--- config.mk ---
export PLATFORM = sky130hd
export DESIGN_NAME = uart_xcvr_param_flat
export DESIGN_NICKNAME = d
export VERILOG_FILES = /design/src/rtl/uart_xcvr_param_if.sv /design/src/rtl/uart_xcvr_param.sv /design/src/flat_wrapper.sv
export SDC_FILE = /design/constraint.sdc
export NUM_CORES = 1
export LEC_CHECK = 0
export ABC_AREA = 1
export CAP_MARGIN = 20
export CORE_MARGIN = 3
export CORE_UTILIZATION = 30
export CTS_BUF_LIST = sky130_fd_sc_hd__clkbuf_2
export DETAILED_ROUTE_END_ITERATION = 8
export GPL_ROUTABILITY_DRIVEN = 0
export MAX_ROUTING_LAYER = met4
export PLACE_DENSITY = 0.49
export RECOVER_POWER = 25
export SLEW_MARGIN = 20
export SYNTH_ARGS = -nofsm -noshare
export SYNTH_HDL_FRONTEND = slang
export SYNTH_SLANG_ARGS = --single-unit
--- constraint.sdc ---
create_clock -name clk -period 5.2 [get_ports clk]
set_input_delay 0.52 -clock clk [delete_from_list [all_inputs] [get_ports clk]]
set_output_delay 0.52 -clock clk [all_outputs]
set_load 0.005 [all_outputs]
--- src/rtl/uart_xcvr_param_if.sv ---
// User-side handshake bundle for uart_xcvr_param: TX word input and RX FIFO read port.
// The DUT binds to the slave modport; user logic or the bench drives the master side.
interface uart_xcvr_param_if #(
    parameter int DATA_BITS = 8,
    parameter int RX_DEPTH  = 4
);
    localparam int COUNT_W = $clog2(RX_DEPTH) + 1;

    logic [DATA_BITS-1:0] tx_data;
    logic                 tx_valid;
    logic                 tx_ready;
    logic [DATA_BITS-1:0] rx_data;
    logic                 rx_perr;
    logic                 rx_ferr;
    logic                 rx_valid;
    logic                 rx_ready;
    logic                 rx_overrun;
    logic [COUNT_W-1:0]   rx_count;

    modport master (
        output tx_data, tx_valid, rx_ready,
        input  tx_ready, rx_data, rx_perr, rx_ferr, rx_valid, rx_overrun, rx_count
    );

    modport slave (
        input  tx_data, tx_valid, rx_ready,
        output tx_ready, rx_data, rx_perr, rx_ferr, rx_valid, rx_overrun, rx_count
    );
endinterface

--- src/rtl/uart_xcvr_param.sv ---
// Parametrised full-duplex UART: handshaked transmitter plus receiver feeding a small
// FIFO that stores each word with its parity and framing error flags.
module uart_xcvr_param #(
    parameter int CLKS_PER_BIT = 10417,
    parameter int DATA_BITS    = 8,
    parameter int PARITY       = 0,
    parameter int STOP_BITS    = 1,
    parameter int RX_DEPTH     = 4
) (
    input  logic                  clk,
    input  logic                  rst,
    uart_xcvr_param_if.slave      bus,
    output logic                  tx,
    input  logic                  rx
);
    localparam int   CNT_W   = $clog2(CLKS_PER_BIT);
    localparam int   BIT_W   = 3;
    localparam int   HALF    = CLKS_PER_BIT / 2;
    localparam int   PTR_W   = $clog2(RX_DEPTH);
    localparam int   COUNT_W = PTR_W + 1;
    localparam logic HAS_PAR = (PARITY != 0);
    localparam logic ODD     = (PARITY == 2);

    typedef enum logic [2:0] {S_IDLE, S_START, S_DATA, S_PARITY, S_STOP} state_t;

    // ---------------- transmitter ----------------
    state_t               tx_state_q, tx_state_d;
    logic [CNT_W-1:0]     tx_cnt_q, tx_cnt_d;
    logic [BIT_W-1:0]     tx_bit_q, tx_bit_d;
    logic [DATA_BITS-1:0] tx_shift_q, tx_shift_d;
    logic                 tx_par_q, tx_par_d;
    logic                 tx_q, tx_d;
    logic                 tx_tick;

    always_ff @(posedge clk or negedge rst) begin
        if (!rst) begin
            tx_state_q <= S_IDLE;
            tx_cnt_q   <= '0;
            tx_bit_q   <= '0;
            tx_shift_q <= '0;
            tx_par_q   <= 1'b0;
            tx_q       <= 1'b1;
        end else begin
            tx_state_q <= tx_state_d;
            tx_cnt_q   <= tx_cnt_d;
            tx_bit_q   <= tx_bit_d;
            tx_shift_q <= tx_shift_d;
            tx_par_q   <= tx_par_d;
            tx_q       <= tx_d;
        end
    end

    always_comb begin
        tx_state_d = tx_state_q;
        tx_cnt_d   = tx_cnt_q;
        tx_bit_d   = tx_bit_q;
        tx_shift_d = tx_shift_q;
        tx_par_d   = tx_par_q;
        tx_d       = tx_q;
        tx_tick    = (tx_cnt_q == CNT_W'(CLKS_PER_BIT - 1));
        if (tx_state_q != S_IDLE) tx_cnt_d = tx_tick ? '0 : tx_cnt_q + 1'b1;
        case (tx_state_q)
            S_IDLE: begin
                tx_d = 1'b1;
                if (bus.tx_valid) begin
                    tx_shift_d = bus.tx_data;
                    tx_par_d   = (^bus.tx_data) ^ ODD;
                    tx_cnt_d   = '0;
                    tx_d       = 1'b0;
                    tx_state_d = S_START;
                end
            end
            S_START: if (tx_tick) begin
                tx_bit_d   = '0;
                tx_d       = tx_shift_q[0];
                tx_state_d = S_DATA;
            end
            S_DATA: if (tx_tick) begin
                tx_shift_d = tx_shift_q >> 1;
                if (tx_bit_q == BIT_W'(DATA_BITS - 1)) begin
                    tx_bit_d   = '0;
                    tx_d       = HAS_PAR ? tx_par_q : 1'b1;
                    tx_state_d = HAS_PAR ? S_PARITY : S_STOP;
                end else begin
                    tx_bit_d = tx_bit_q + 1'b1;
                    tx_d     = tx_shift_d[0];
                end
            end
            S_PARITY: if (tx_tick) begin
                tx_d       = 1'b1;
                tx_state_d = S_STOP;
            end
            S_STOP: if (tx_tick) begin
                if (tx_bit_q == BIT_W'(STOP_BITS - 1)) tx_state_d = S_IDLE;
                else tx_bit_d = tx_bit_q + 1'b1;
            end
            default: tx_state_d = S_IDLE;
        endcase
    end

    assign tx           = tx_q;
    assign bus.tx_ready = (tx_state_q == S_IDLE);

    // ---------------- receiver ----------------
    logic                 rx_meta_q, rx_sync_q, rx_prev_q;
    state_t               rx_state_q, rx_state_d;
    logic [CNT_W-1:0]     rx_cnt_q, rx_cnt_d;
    logic [BIT_W-1:0]     rx_bit_q, rx_bit_d;
    logic [DATA_BITS-1:0] rx_shift_q, rx_shift_d;
    logic                 rx_perr_q, rx_perr_d, rx_ferr_q, rx_ferr_d;
    logic                 rx_brk_q, rx_brk_d, rx_wr_q, rx_wr_d;
    logic                 rx_tick;

    always_ff @(posedge clk or negedge rst) begin
        if (!rst) begin
            rx_meta_q  <= 1'b1;
            rx_sync_q  <= 1'b1;
            rx_prev_q  <= 1'b1;
            rx_state_q <= S_IDLE;
            rx_cnt_q   <= '0;
            rx_bit_q   <= '0;
            rx_shift_q <= '0;
            rx_perr_q  <= 1'b0;
            rx_ferr_q  <= 1'b0;
            rx_brk_q   <= 1'b0;
            rx_wr_q    <= 1'b0;
        end else begin
            rx_meta_q  <= rx;
            rx_sync_q  <= rx_meta_q;
            rx_prev_q  <= rx_sync_q;
            rx_state_q <= rx_state_d;
            rx_cnt_q   <= rx_cnt_d;
            rx_bit_q   <= rx_bit_d;
            rx_shift_q <= rx_shift_d;
            rx_perr_q  <= rx_perr_d;
            rx_ferr_q  <= rx_ferr_d;
            rx_brk_q   <= rx_brk_d;
            rx_wr_q    <= rx_wr_d;
        end
    end

    always_comb begin
        rx_state_d = rx_state_q;
        rx_cnt_d   = rx_cnt_q + 1'b1;
        rx_bit_d   = rx_bit_q;
        rx_shift_d = rx_shift_q;
        rx_perr_d  = rx_perr_q;
        rx_ferr_d  = rx_ferr_q;
        rx_brk_d   = rx_brk_q;
        rx_wr_d    = 1'b0;
        rx_tick    = (rx_cnt_q == CNT_W'(CLKS_PER_BIT - 1));
        case (rx_state_q)
            S_IDLE: begin
                rx_cnt_d = '0;
                if (rx_prev_q && !rx_sync_q) rx_state_d = S_START;
            end
            S_START: if (rx_cnt_q == CNT_W'(HALF - 1)) begin
                rx_cnt_d = '0;
                if (!rx_sync_q) begin
                    rx_bit_d   = '0;
                    rx_perr_d  = 1'b0;
                    rx_ferr_d  = 1'b0;
                    rx_state_d = S_DATA;
                end else begin
                    rx_state_d = S_IDLE;
                end
            end
            S_DATA: if (rx_tick) begin
                rx_cnt_d   = '0;
                rx_shift_d = {rx_sync_q, rx_shift_q[DATA_BITS-1:1]};
                if (rx_bit_q == BIT_W'(DATA_BITS - 1)) rx_state_d = HAS_PAR ? S_PARITY : S_STOP;
                else rx_bit_d = rx_bit_q + 1'b1;
            end
            S_PARITY: if (rx_tick) begin
                rx_cnt_d   = '0;
                rx_perr_d  = rx_sync_q ^ (^rx_shift_q) ^ ODD;
                rx_state_d = S_STOP;
            end
            S_STOP: begin
                // After a framing error, hold here until the line idles so a break cannot retrigger.
                if (rx_brk_q) begin
                    rx_cnt_d = '0;
                    if (rx_sync_q) begin
                        rx_brk_d   = 1'b0;
                        rx_state_d = S_IDLE;
                    end
                end else if (rx_tick) begin
                    rx_cnt_d  = '0;
                    rx_ferr_d = !rx_sync_q;
                    rx_wr_d   = 1'b1;
                    if (rx_sync_q) rx_state_d = S_IDLE;
                    else rx_brk_d = 1'b1;
                end
            end
            default: rx_state_d = S_IDLE;
        endcase
    end

    // ---------------- RX FIFO ----------------
    logic [DATA_BITS+1:0] mem [RX_DEPTH];
    logic [DATA_BITS+1:0] head;
    logic [PTR_W-1:0]     wr_ptr_q, rd_ptr_q;
    logic [COUNT_W-1:0]   count_q;
    logic                 ovr_q, full, not_empty, pop, push;

    assign full      = (count_q == COUNT_W'(RX_DEPTH));
    assign not_empty = (count_q != '0);
    assign pop       = not_empty && bus.rx_ready;
    assign push      = rx_wr_q && (!full || pop);

    always_ff @(posedge clk or negedge rst) begin
        if (!rst) begin
            wr_ptr_q <= '0;
            rd_ptr_q <= '0;
            count_q  <= '0;
            ovr_q    <= 1'b0;
        end else begin
            if (push) wr_ptr_q <= wr_ptr_q + 1'b1;
            if (pop)  rd_ptr_q <= rd_ptr_q + 1'b1;
            count_q <= count_q + COUNT_W'(push) - COUNT_W'(pop);
            ovr_q   <= rx_wr_q && full && !pop;
        end
    end

    always_ff @(posedge clk) begin
        if (push) mem[wr_ptr_q] <= {rx_ferr_q, rx_perr_q, rx_shift_q};
    end

    assign head           = mem[rd_ptr_q];
    assign bus.rx_data    = not_empty ? head[DATA_BITS-1:0] : '0;
    assign bus.rx_perr    = not_empty ? head[DATA_BITS] : 1'b0;
    assign bus.rx_ferr    = not_empty ? head[DATA_BITS+1] : 1'b0;
    assign bus.rx_valid   = not_empty;
    assign bus.rx_overrun = ovr_q;
    assign bus.rx_count   = count_q;
endmodule
--- src/flat_wrapper.sv ---
// flat-port wrapper written by rule: the top's interface ports become plain ports
module uart_xcvr_param_flat 
#(
    parameter int CLKS_PER_BIT = 10417,
    parameter int DATA_BITS    = 8,
    parameter int PARITY       = 0,
    parameter int STOP_BITS    = 1,
    parameter int RX_DEPTH     = 4
)
  (clk, rst, tx, rx, bus_tx_data, bus_tx_valid, bus_rx_ready, bus_tx_ready, bus_rx_data, bus_rx_perr, bus_rx_ferr, bus_rx_valid, bus_rx_overrun, bus_rx_count);
  uart_xcvr_param_if #(.DATA_BITS(DATA_BITS), .RX_DEPTH(RX_DEPTH)) bus_i ();
  input  logic clk;
  input  logic rst;
  output logic tx;
  input  logic rx;
  input wire logic [$bits(bus_i.tx_data)-1:0] bus_tx_data;
  input wire logic [$bits(bus_i.tx_valid)-1:0] bus_tx_valid;
  input wire logic [$bits(bus_i.rx_ready)-1:0] bus_rx_ready;
  output wire logic [$bits(bus_i.tx_ready)-1:0] bus_tx_ready;
  output wire logic [$bits(bus_i.rx_data)-1:0] bus_rx_data;
  output wire logic [$bits(bus_i.rx_perr)-1:0] bus_rx_perr;
  output wire logic [$bits(bus_i.rx_ferr)-1:0] bus_rx_ferr;
  output wire logic [$bits(bus_i.rx_valid)-1:0] bus_rx_valid;
  output wire logic [$bits(bus_i.rx_overrun)-1:0] bus_rx_overrun;
  output wire logic [$bits(bus_i.rx_count)-1:0] bus_rx_count;
  assign bus_i.tx_data = bus_tx_data;
  assign bus_i.tx_valid = bus_tx_valid;
  assign bus_i.rx_ready = bus_rx_ready;
  assign bus_tx_ready = bus_i.tx_ready;
  assign bus_rx_data = bus_i.rx_data;
  assign bus_rx_perr = bus_i.rx_perr;
  assign bus_rx_ferr = bus_i.rx_ferr;
  assign bus_rx_valid = bus_i.rx_valid;
  assign bus_rx_overrun = bus_i.rx_overrun;
  assign bus_rx_count = bus_i.rx_count;
  uart_xcvr_param #(.CLKS_PER_BIT(CLKS_PER_BIT), .DATA_BITS(DATA_BITS), .PARITY(PARITY), .STOP_BITS(STOP_BITS), .RX_DEPTH(RX_DEPTH)) u_core (.clk(clk), .rst(rst), .bus(bus_i), .tx(tx), .rx(rx));
endmodule
Word-level counts from Yosys, hierarchy flattened --
Memory sizes are Yosys's and may differ from the RTL's. Cells that the tools add are included.
Storage, ports and cells: RAM bits 40, output and inout bits 17, memories kept 1, bits in registers 72
Memories:
- u_core.mem | words 4, bits a word 10, rd ports 1, clocked after Yosys merged registers in 0, write ports 1, RTL line uart_xcvr_param.sv:200 | logic [DATA_BITS+1:0] mem [RX_DEPTH];
Cells by class: equality and inequality tests 32, muxes and demuxes 64, reductions and logical operators 31, bitwise gates (word level) 1, add/sub/neg operators 8
Operators with widths (count):
- $mux W14 | 7
- $mux W3 | 24
- $pmux W14 S4 | 1
- $pmux W3 S5 | 2
- $add A14 B1 Y14 const B | 2
- $eq A14 B14 Y1 const B | 2
- $mux W8 | 3
- $ne A2 B1 Y1 const B | 12
- $mux W1 | 20
- $pmux W8 S2 | 1
- $eq A3 B3 Y1 const B | 5
- $reduce_and A5 Y1 | 3
- $eq A14 B13 Y1 const B | 1
- $eq A3 B2 Y1 const B | 4
- $ne A2 B2 Y1 const B | 5
- $logic_not A3 Y1 | 3
- $pmux W3 S3 | 1
- $reduce_bool A3 Y1 | 3
- $reduce_and A4 Y1 | 2
- $reduce_bool A2 Y1 | 4
- $reduce_xor A8 Y1 | 1
- $reduce_and A7 Y1 | 1
- $add A3 B1 Y3 const B | 2
- $eq A3 B1 Y1 const B | 2
- 17 further kinds | 25

Depth between registers and ports, before layout --
Gate-level depths: netlist of the first run.
depth in word-level cells 6, depth in mapped cells 12, mapped depth without buffers 12

Least setup slack after synthesis of the first run --
No wires, ideal clock.
path kind reg-to-reg, start register u_core.count_q[1], in the netlist u_core.bus.rx_count[1], end register u_core.count_q[2], in the netlist u_core.bus.rx_count[2], setup slack 3299 ps, stages on the path, launching flop included 11, clock period less this slack 1901 ps, data arrival time 1779 ps, cell sequence dfrtp_1 > nor2_1 > inv_1 > nor2_1 > nor2_1 > ha_1 > inv_1 > ha_1 > inv_1 > fa_1 > xnor2_1
On the way: word-level cells in the longest chain between the ends 6
RTL lines:
- start, declared | RTL line uart_xcvr_param.sv:203 | logic [COUNT_W-1:0] count_q;
- start signal, assigned | RTL line uart_xcvr_param.sv:220 | count_q <= count_q + COUNT_W'(push) - COUNT_W'(pop);
- $reduce_bool A3 Y1 * | RTL line uart_xcvr_param.sv:207 | assign not_empty = (count_q != '0);
- $logic_and A1 B1 Y1 * | RTL line uart_xcvr_param.sv:208 | assign pop = not_empty && bus.rx_ready;
- via u_core.pop | RTL line uart_xcvr_param.sv:204 | logic ovr_q, full, not_empty, pop, push;
- $logic_or A1 B1 Y1 | RTL line uart_xcvr_param.sv:209 | assign push = rx_wr_q && (!full || pop);
- $logic_and A1 B1 Y1 | RTL line uart_xcvr_param.sv:209
- $add A3 B1 Y3 | RTL line uart_xcvr_param.sv:220
- $sub A3 B1 Y3 * | RTL line uart_xcvr_param.sv:220
Mark *: on every way through the listed nets, which the timed path passes. The rest lies on a longest branch. A chain may end at the register's enable or synchronous reset.

Final worst setup path of the first run --
start register u_core.rd_ptr_q[0], end output port bus_rx_data[1]
On the way: word-level cells in the longest chain between the ends 2
RTL lines:
- start, declared | RTL line uart_xcvr_param.sv:202 | logic [PTR_W-1:0] wr_ptr_q, rd_ptr_q;
- start signal, assigned | RTL line uart_xcvr_param.sv:219 | if (pop) rd_ptr_q <= rd_ptr_q + 1'b1;
- $mem_v2 Z4 W10
- $mux W8 | RTL line uart_xcvr_param.sv:230 | assign bus.rx_data = not_empty ? head[DATA_BITS-1:0] : '0;
- end, declared | RTL line flat_wrapper.sv:20 | output wire logic [$bits(bus_i.rx_data)-1:0] bus_rx_data;
Every way passes these cells.

==> results of run 1 <==
-- flip-flops by register name (all words and copies together) (netlist names), 2 cells and up --
name / cells
u_core.tx_bit_q: 3
u_core.wr_ptr_q: 2
u_core.tx_shift_q: 8
u_core.rx_bit_q: 3
u_core.bus.rx_count: 3
u_core.rd_ptr_q: 2
u_core.tx_state_q: 3
u_core.tx_cnt_q: 14
u_core.rx_shift_q: 8
u_core.mem: 40
u_core.rx_cnt_q: 14
u_core.rx_state_q: 3
-- repair_timing --
| item | in CTS | in global routing |
|---|---|---|
| setup endpoints to repair | 0 | 0 |
| buffers inserted | 0 | 0 |
| hold endpoints to repair | 68 | 0 |
| hold buffers | 1 | 0 |
-- cells by family after synthesis --
group                      count (synthesis)  share of synthesized area
DFF                                      112                      0.527
buffers and inverters                    107                     0.0726
adders and majority gates                 16                     0.0364
AOI/OAI and AO/OA                         75                     0.0699
and+or+nand+nor                          355                      0.276
xor gates and xnor gates                  12                     0.0184
-- per-stage QoR --
stage,hold slack (ns),std cells
5_1_grt,0.304,944
6_report,0.380,944
2_1_floorplan,0.224,677
4_1_cts,0.157,942
3_3_place_gp,0.347,925
3_5_place_dp,0.349,925
-- worst max path at each step --
stage,cells past startpoint,endpoint
floorplan,10,u_core.bus.rx_count[2]$_DFF_PN0_
global placement,4,bus_rx_data[2]
detailed placement,4,bus_rx_data[1]
CTS,4,bus_rx_data[4]
global route,4,bus_rx_data[2]
finish,4,bus_rx_data[1]
-- where the power goes --
part           total [mW]  switching [mW]  internal [mW]
registers            1.15           0.131           1.02
logic               0.931           0.538          0.392
clock network       0.474           0.339          0.135
-- area by class of cell --
class,count,share of cell area
antenna,2,0.000783
timing repair buffer,30,0.0466
multi-input combinational,458,0.357
sequential,112,0.470
clock buffer,9,0.00704
tap,229,0.0448
inverter,97,0.0569
clock inverter,7,0.0160
-- worst register-to-register path, stage by stage (launching register included) --
cell and delay (ns):
dfrtp_1 0.52, nor2_1 0.14, inv_1 0.05, nor2_1 0.64
nor2_1 0.20, ha_1 0.32, inv_1 0.05, ha_1 0.13
inv_1 0.05, fa_1 0.50, inv_1 0.04
-- per-layer routing --
layer,up-vias,global-route usage,share of wire
li1,2229,-,-
met1,2021,0.165,0.51
met2,65,0.189,0.45
met3,16,0.0253,0.029
met4,0,0.0391,0.018
met5,-,-,0
-- Yosys cell counts (2+ instances only) --
cell type  number
dfrtp_1        68
nand3b_1        2
a21oi_1        12
o21ai_0        38
nand4_1        10
xor2_1          8
nor2_4          2
o22ai_1         3
nand3_2         9
dfstp_2         4
inv_1          76
nor2_2          5
clkbuf_1        6
nor2_1         81
ha_1           15
xnor2_1         4
nand3_1        43
inv_2          20
nor3_1          9
o21ai_1        19
nand2_1       180
edfxtp_1       40
nand2_2         8
nor4_1          2
==> summary.md, run 1 <==
| Metric | Value |
|---|---|
| Status | complete, no violations |
| Final worst slack | 1.74 ns |
| Worst r2r src | u_core.bus.rx_count[1]$_DFF_PN0_ |
| Setup TNS | 0 ns |
| Net Count, Synth | 706 |
| Final setup fails | 0 |
| Hold Crit Depth | 3 |
| Max Clk Rate | 289 MHz |
| Multi-input logic area | 2290 um^2 |
| Initial antenna violation count | 1 |
| Unrepaired setup endpoints after global routing | false |
| Minimum clock period | 3.46 ns |
| Worst-path maximum fanout | 23 |
| Fin util | 0.349 |
| Initial drt markers | 228 |
| Hold path start | bus_tx_data[7] |
| TritonCTS clock tree | done |
| Post-synth EDFFs | 40 |
| Reg area | 3010 um^2 |
| Syn Area/Cell | 8.43 um^2 |
| Largest net degree at the start of global routing | 73 |
| Worst-Margin Slew | 0.946 ns |
| IO Port Bufs | 29 |
| Worst path cell trace | inv_1 > o21ai_0 > a21oi_1 > clkdlybuf4s50_1 |
| Post-synth cell types | 37 |
| Top_reg_cell synth | dfrtp_1 |
| FP Rows | 49 |
| Largest stage delay, worst path | 0.93 ns |
| First-pass GRT wire length | 20,100 um |
| Post-Place Cell Area | 6230 um^2 |
| TritonCTS sink count | 112 |
| Fin crit share | 0.666 |
| Area of the die | 20,700 um^2 |
| Cts bufs inserted | 9 |
| Reg2Reg Depth | 10 |
| Hold EP | u_core.tx_shift_q[7]$_DFFE_PN0P_ |
| GR Overflow Total | 0 |
| Post-CTS resize count | 0 |
| Synth area leader | dfrtp_1 |
| WP data arrival | 2.94 ns |
| Crit Path Category | reg -> out |
| Post-Syn Area | 5710 um^2 |
| Critical Path End Type | output pin |
| Area delta synth->final | 12.0% |
| Flop2flop setup slack | 2.52 ns |
| Worst min path class | in -> reg |
| Total core area | 18,300 um^2 |
| Crit-path leading delay family | flip-flops |
| Root Driver | clkbuf_2 |
| Synth area leaders | dfrtp_1 (30%), edfxtp_1 (21%), nand2_1 (12%), nor2_1 (5.3%), inv_1 (5.0%) |
| Synth Instances | 677 |
| Design area | 6390 um^2 |
| Total power | 2.56 mW |
| Top-area cell type share of the netlist area | 0.298 |
| Data required time of the worst path | 4.68 ns |
| Final hold viol count | 0 |
| Clock transition at path regs | 0.36 ns |
| DRC violations left | 0 |
| Slew HR | 0.370 |
| Share of cells above drive strength 1 | 0.0982 |
| LEAKAGE | 2.95 nW |
| Synthesized flop and latch total | 112 |
| Post-layout nets | 737 |
| CP max stage cell | dfrtp_1 |
| Maximum vdd drop | 0.123 mV |
| Vias in the first global route | 4,245 |
| Commonest non-fill, non-tap cell in the layout | nand2_1 |
| Max clock buf depth | 2 |
| Chip height | 144 um |
| Avg WL per Cell | 12.3 um |
| Asr flop ratio synth | 0.643 |
| Via count | 4,331 |
| Buffers and inverters on the worst path | 2 |
| Share of the yosys chip area belonging to registers | 0.527 |
| Most frequent cells in the layout | nand2_1 (180), nor2_1 (81), inv_1 (76), dfrtp_1 (68), nand3_1 (43) |
| CP startpoint | u_core.rd_ptr_q[0]$_DFFE_PN0P_ |
| GRT Total Usage | 0.123 |
| Die X-Extent | 144 um |
| Crit path launch type | flip-flop |
| H-tree Lvls | 3 |
| RR Endpoint | u_core.bus.rx_count[1]$_DFF_PN0_ |
| Clock skew | 0.0393 ns |
| DP HPWL | 8210 um |
| Top Ports | 30 |
| Power Density | 400 nW/um^2 |
| Worst slack at placement | 2.47 ns |
| Warnings from Yosys | 0 |
| Worst skew pair latency | 0.65 ns |
| Initial DRT Pass Iterations | 4 |
| Drt total wl | 11,600 um |
| Via density | 4.59 |
| Initial Util | 0.311 |
| MaxCap Viol Count | 0 |
| Fill count | 1,882 |
| Routed Antenna Nets | 0 |
| Slew Limit Fails | 0 |
(Power assumes the default switching activity.)
==> run 2: changes to the inputs <==
- PLACE_DENSITY: 0.49 -> 0.5
- clock period: 5.2 -> 3.1 ns (I/O delays scaled with it)
==> run 2 against run 1 <==
Register-to-register slack lost 1.6 ns. Sequential power grew 67%. Via count grew 0.62%. Critical endpoint is now bus_rx_data[3]. The run now ends with capacitance limit, slew limit left.
==> summary.md, run 2 (synthesized netlist as in run 1, its figures left out) <==
| Metric | Value |
|---|---|
| Largest net degree at the start of global routing | 73 (unchanged) |
| Most frequent cells in the layout | nand2_1 (180), nor2_1 (81), inv_1 (75), dfrtp_1 (67), nand3_1 (43) |
| Setup TNS | 0 ns (unchanged) |
| Failing checks | capacitance limit, slew limit |
| Via count | 4,358 (+0.62%) |
| Power Density | 664 nW/um^2 (+66%) |
| IO Port Bufs | 29 (unchanged) |
| Avg WL per Cell | 12.1 um (-1.5%) |
| Final worst slack | 0.296 ns (-1.44 ns) |
| Final hold viol count | 0 (unchanged) |
| Chip height | 144 um (unchanged) |
| Post-layout nets | 742 (+0.68%) |
| Maximum vdd drop | 0.258 mV (+110%) |
| Unrepaired setup endpoints after global routing | false |
| Routed Antenna Nets | 0 (unchanged) |
| DRC violations left | 0 (unchanged) |
| Crit Path Category | reg -> out |
| Commonest non-fill, non-tap cell in the layout | nand2_1 |
| Area delta synth->final | 12.6% |
| First-pass GRT wire length | 19,900 um (-0.65%) |
| H-tree Lvls | 3 (unchanged) |
| Top Ports | 30 (unchanged) |
| Initial Util | 0.311 (unchanged) |
| Worst-path maximum fanout | 11 (-52%) |
| Max reg flops | 40 (unchanged) |
| DP HPWL | 8180 um (-0.39%) |
| Slew HR | -0.236 (-0.605) |
| Crit path launch type | flip-flop |
| Drt total wl | 11,500 um (-1.2%) |
| Post-CTS Setup Inserts | 0 (unchanged) |
| Data required time of the worst path | 2.79 ns (-1.89 ns) |
| Reg area | 3010 um^2 (about the same) |
| MaxCap Viol Count | 1 (+1) |
| Fin crit share | 0.905 |
| Cts bufs inserted | 9 (unchanged) |
| Area of the die | 20,700 um^2 (unchanged) |
| Biggest regs | u_core.mem: 40 flops, u_core.rx_cnt_q: 14 flops, u_core.tx_cnt_q: 14 flops |
| Clock transition at path regs | 0.34 ns (-0.02 ns) |
| Worst min path class | in -> reg |
| Biggest register | u_core.mem |
| GR Overflow Total | 0 (unchanged) |
| Worst-Margin Slew | 1.85 ns (+0.908 ns) |
| Die X-Extent | 144 um (unchanged) |
| Root Driver | clkbuf_2 |
| GRT Total Usage | 0.122 (-0.00167) |
| LEAKAGE | 2.96 nW (+0.60%) |
| Max Clk Rate | 357 MHz |
| Vias in the first global route | 4,217 (-0.66%) |
| TritonCTS clock tree | done |
| Initial drt markers | 216 (-5.3%) |
| Share of cells above drive strength 1 | 0.107 (+0.00907) |
| Worst slack at placement | 0.861 ns (-1.61 ns) |
| Status | finished, violations left |
| Minimum clock period | 2.80 ns |
| Clock skew | 0.0578 ns (+0.0186 ns) |
| Final setup fails | 0 (unchanged) |
| Total core area | 18,300 um^2 (unchanged) |
| Worst skew pair latency | 0.66 ns (about the same) |
| Max clock buf depth | 2 (unchanged) |
| Critical Path End Type | output pin |
| WP data arrival | 2.49 ns (-0.45 ns) |
| FP Rows | 49 (unchanged) |
| Multi-input logic area | 2290 um^2 (unchanged) |
| Final antenna diode count | 0 (-2) |
| Initial antenna violation count | 0 (-1) |
| Initial DRT Pass Iterations | 4 (unchanged) |
| Via density | 4.60 (+0.30%) |
| Slew Limit Fails | 73 (+73) |
| Fill count | 1,871 (-0.58%) |
| TritonCTS sink count | 112 (unchanged) |
run 2: final cells by class:
type	count	share of cell area
inverter	97	0.0572
clock buffer	9	0.00701
timing repair buffer	35	0.0518
tap	229	0.0446
sequential	112	0.468
multi-input combinational	458	0.356
clock inverter	7	0.0156
run 2: final timing paths:
kind | slack, ns | from | cells after the start | to
setup / recovery | 0.30 | u_core.rd_ptr_q[1]$_DFFE_PN0P_ | 5 | bus_rx_data[3]
hold / removal | 0.21 | rx | 1 | u_core.rx_meta_q$_DFF_PN1_
setup reg to reg | 0.96 | u_core.bus.rx_count[1]$_DFF_PN0_ | 11 | u_core.bus.rx_count[2]$_DFF_PN0_
hold reg to reg | 0.39 | u_core.rx_meta_q$_DFF_PN1_ | 0 | u_core.rx_sync_q$_DFF_PN1_
max in group asynchronous | 1.28 | rst | 2 | u_core.rd_ptr_q[0]$_DFFE_PN0P_
min in group asynchronous | 0.68 | rst | 2 | u_core.rx_shift_q[3]$_DFFE_PN0P_
run 2: power breakdown:
group          total (mW)  internal (mW)  switching (mW)  leakage (nW)
clock network       0.768          0.221           0.547        0.0849
logic                1.58          0.677           0.899          1.48
registers            1.92           1.72           0.207          1.40
run 2: routing by layer:
metal / up-vias / track usage / part of all wire
met5: - / - / 0
met4: 0 / 0.0327 / 0.015
met3: 14 / 0.0270 / 0.034
met2: 63 / 0.192 / 0.46
li1: 2238 / - / -
met1: 2043 / 0.159 / 0.49
run 2: timing repair:
action                                 CTS  global route
setup endpoints to repair                0            10
gates resized for setup                  0             2
hold buffers                             1             0
endpoints found under the hold margin   68             0
run 2: worst max-delay path: stages (launching register included):
cell             delay (ns)
dfrtp_1                0.66
inv_1                  0.28
nor2_1                 0.19
o21ai_0                0.10
a21oi_1                0.13
clkdlybuf4s50_1        0.51
run 2: stage by stage:
stage | power (mW) | instance area, um^2 | std cells | util | hold WS, ns
after floorplan | 2.99 | 5710 | 677 | - | 0.0144
after global placement | 3.52 | 6270 | 930 | 0.342 | 0.354
after detailed placement | 3.54 | 6270 | 930 | 0.342 | 0.353
after CTS | 4.33 | 6420 | 947 | 0.350 | 0.00968
after global routing | 4.63 | 6430 | 947 | 0.351 | 0.137
final | 4.27 | 6430 | 947 | 0.351 | 0.210
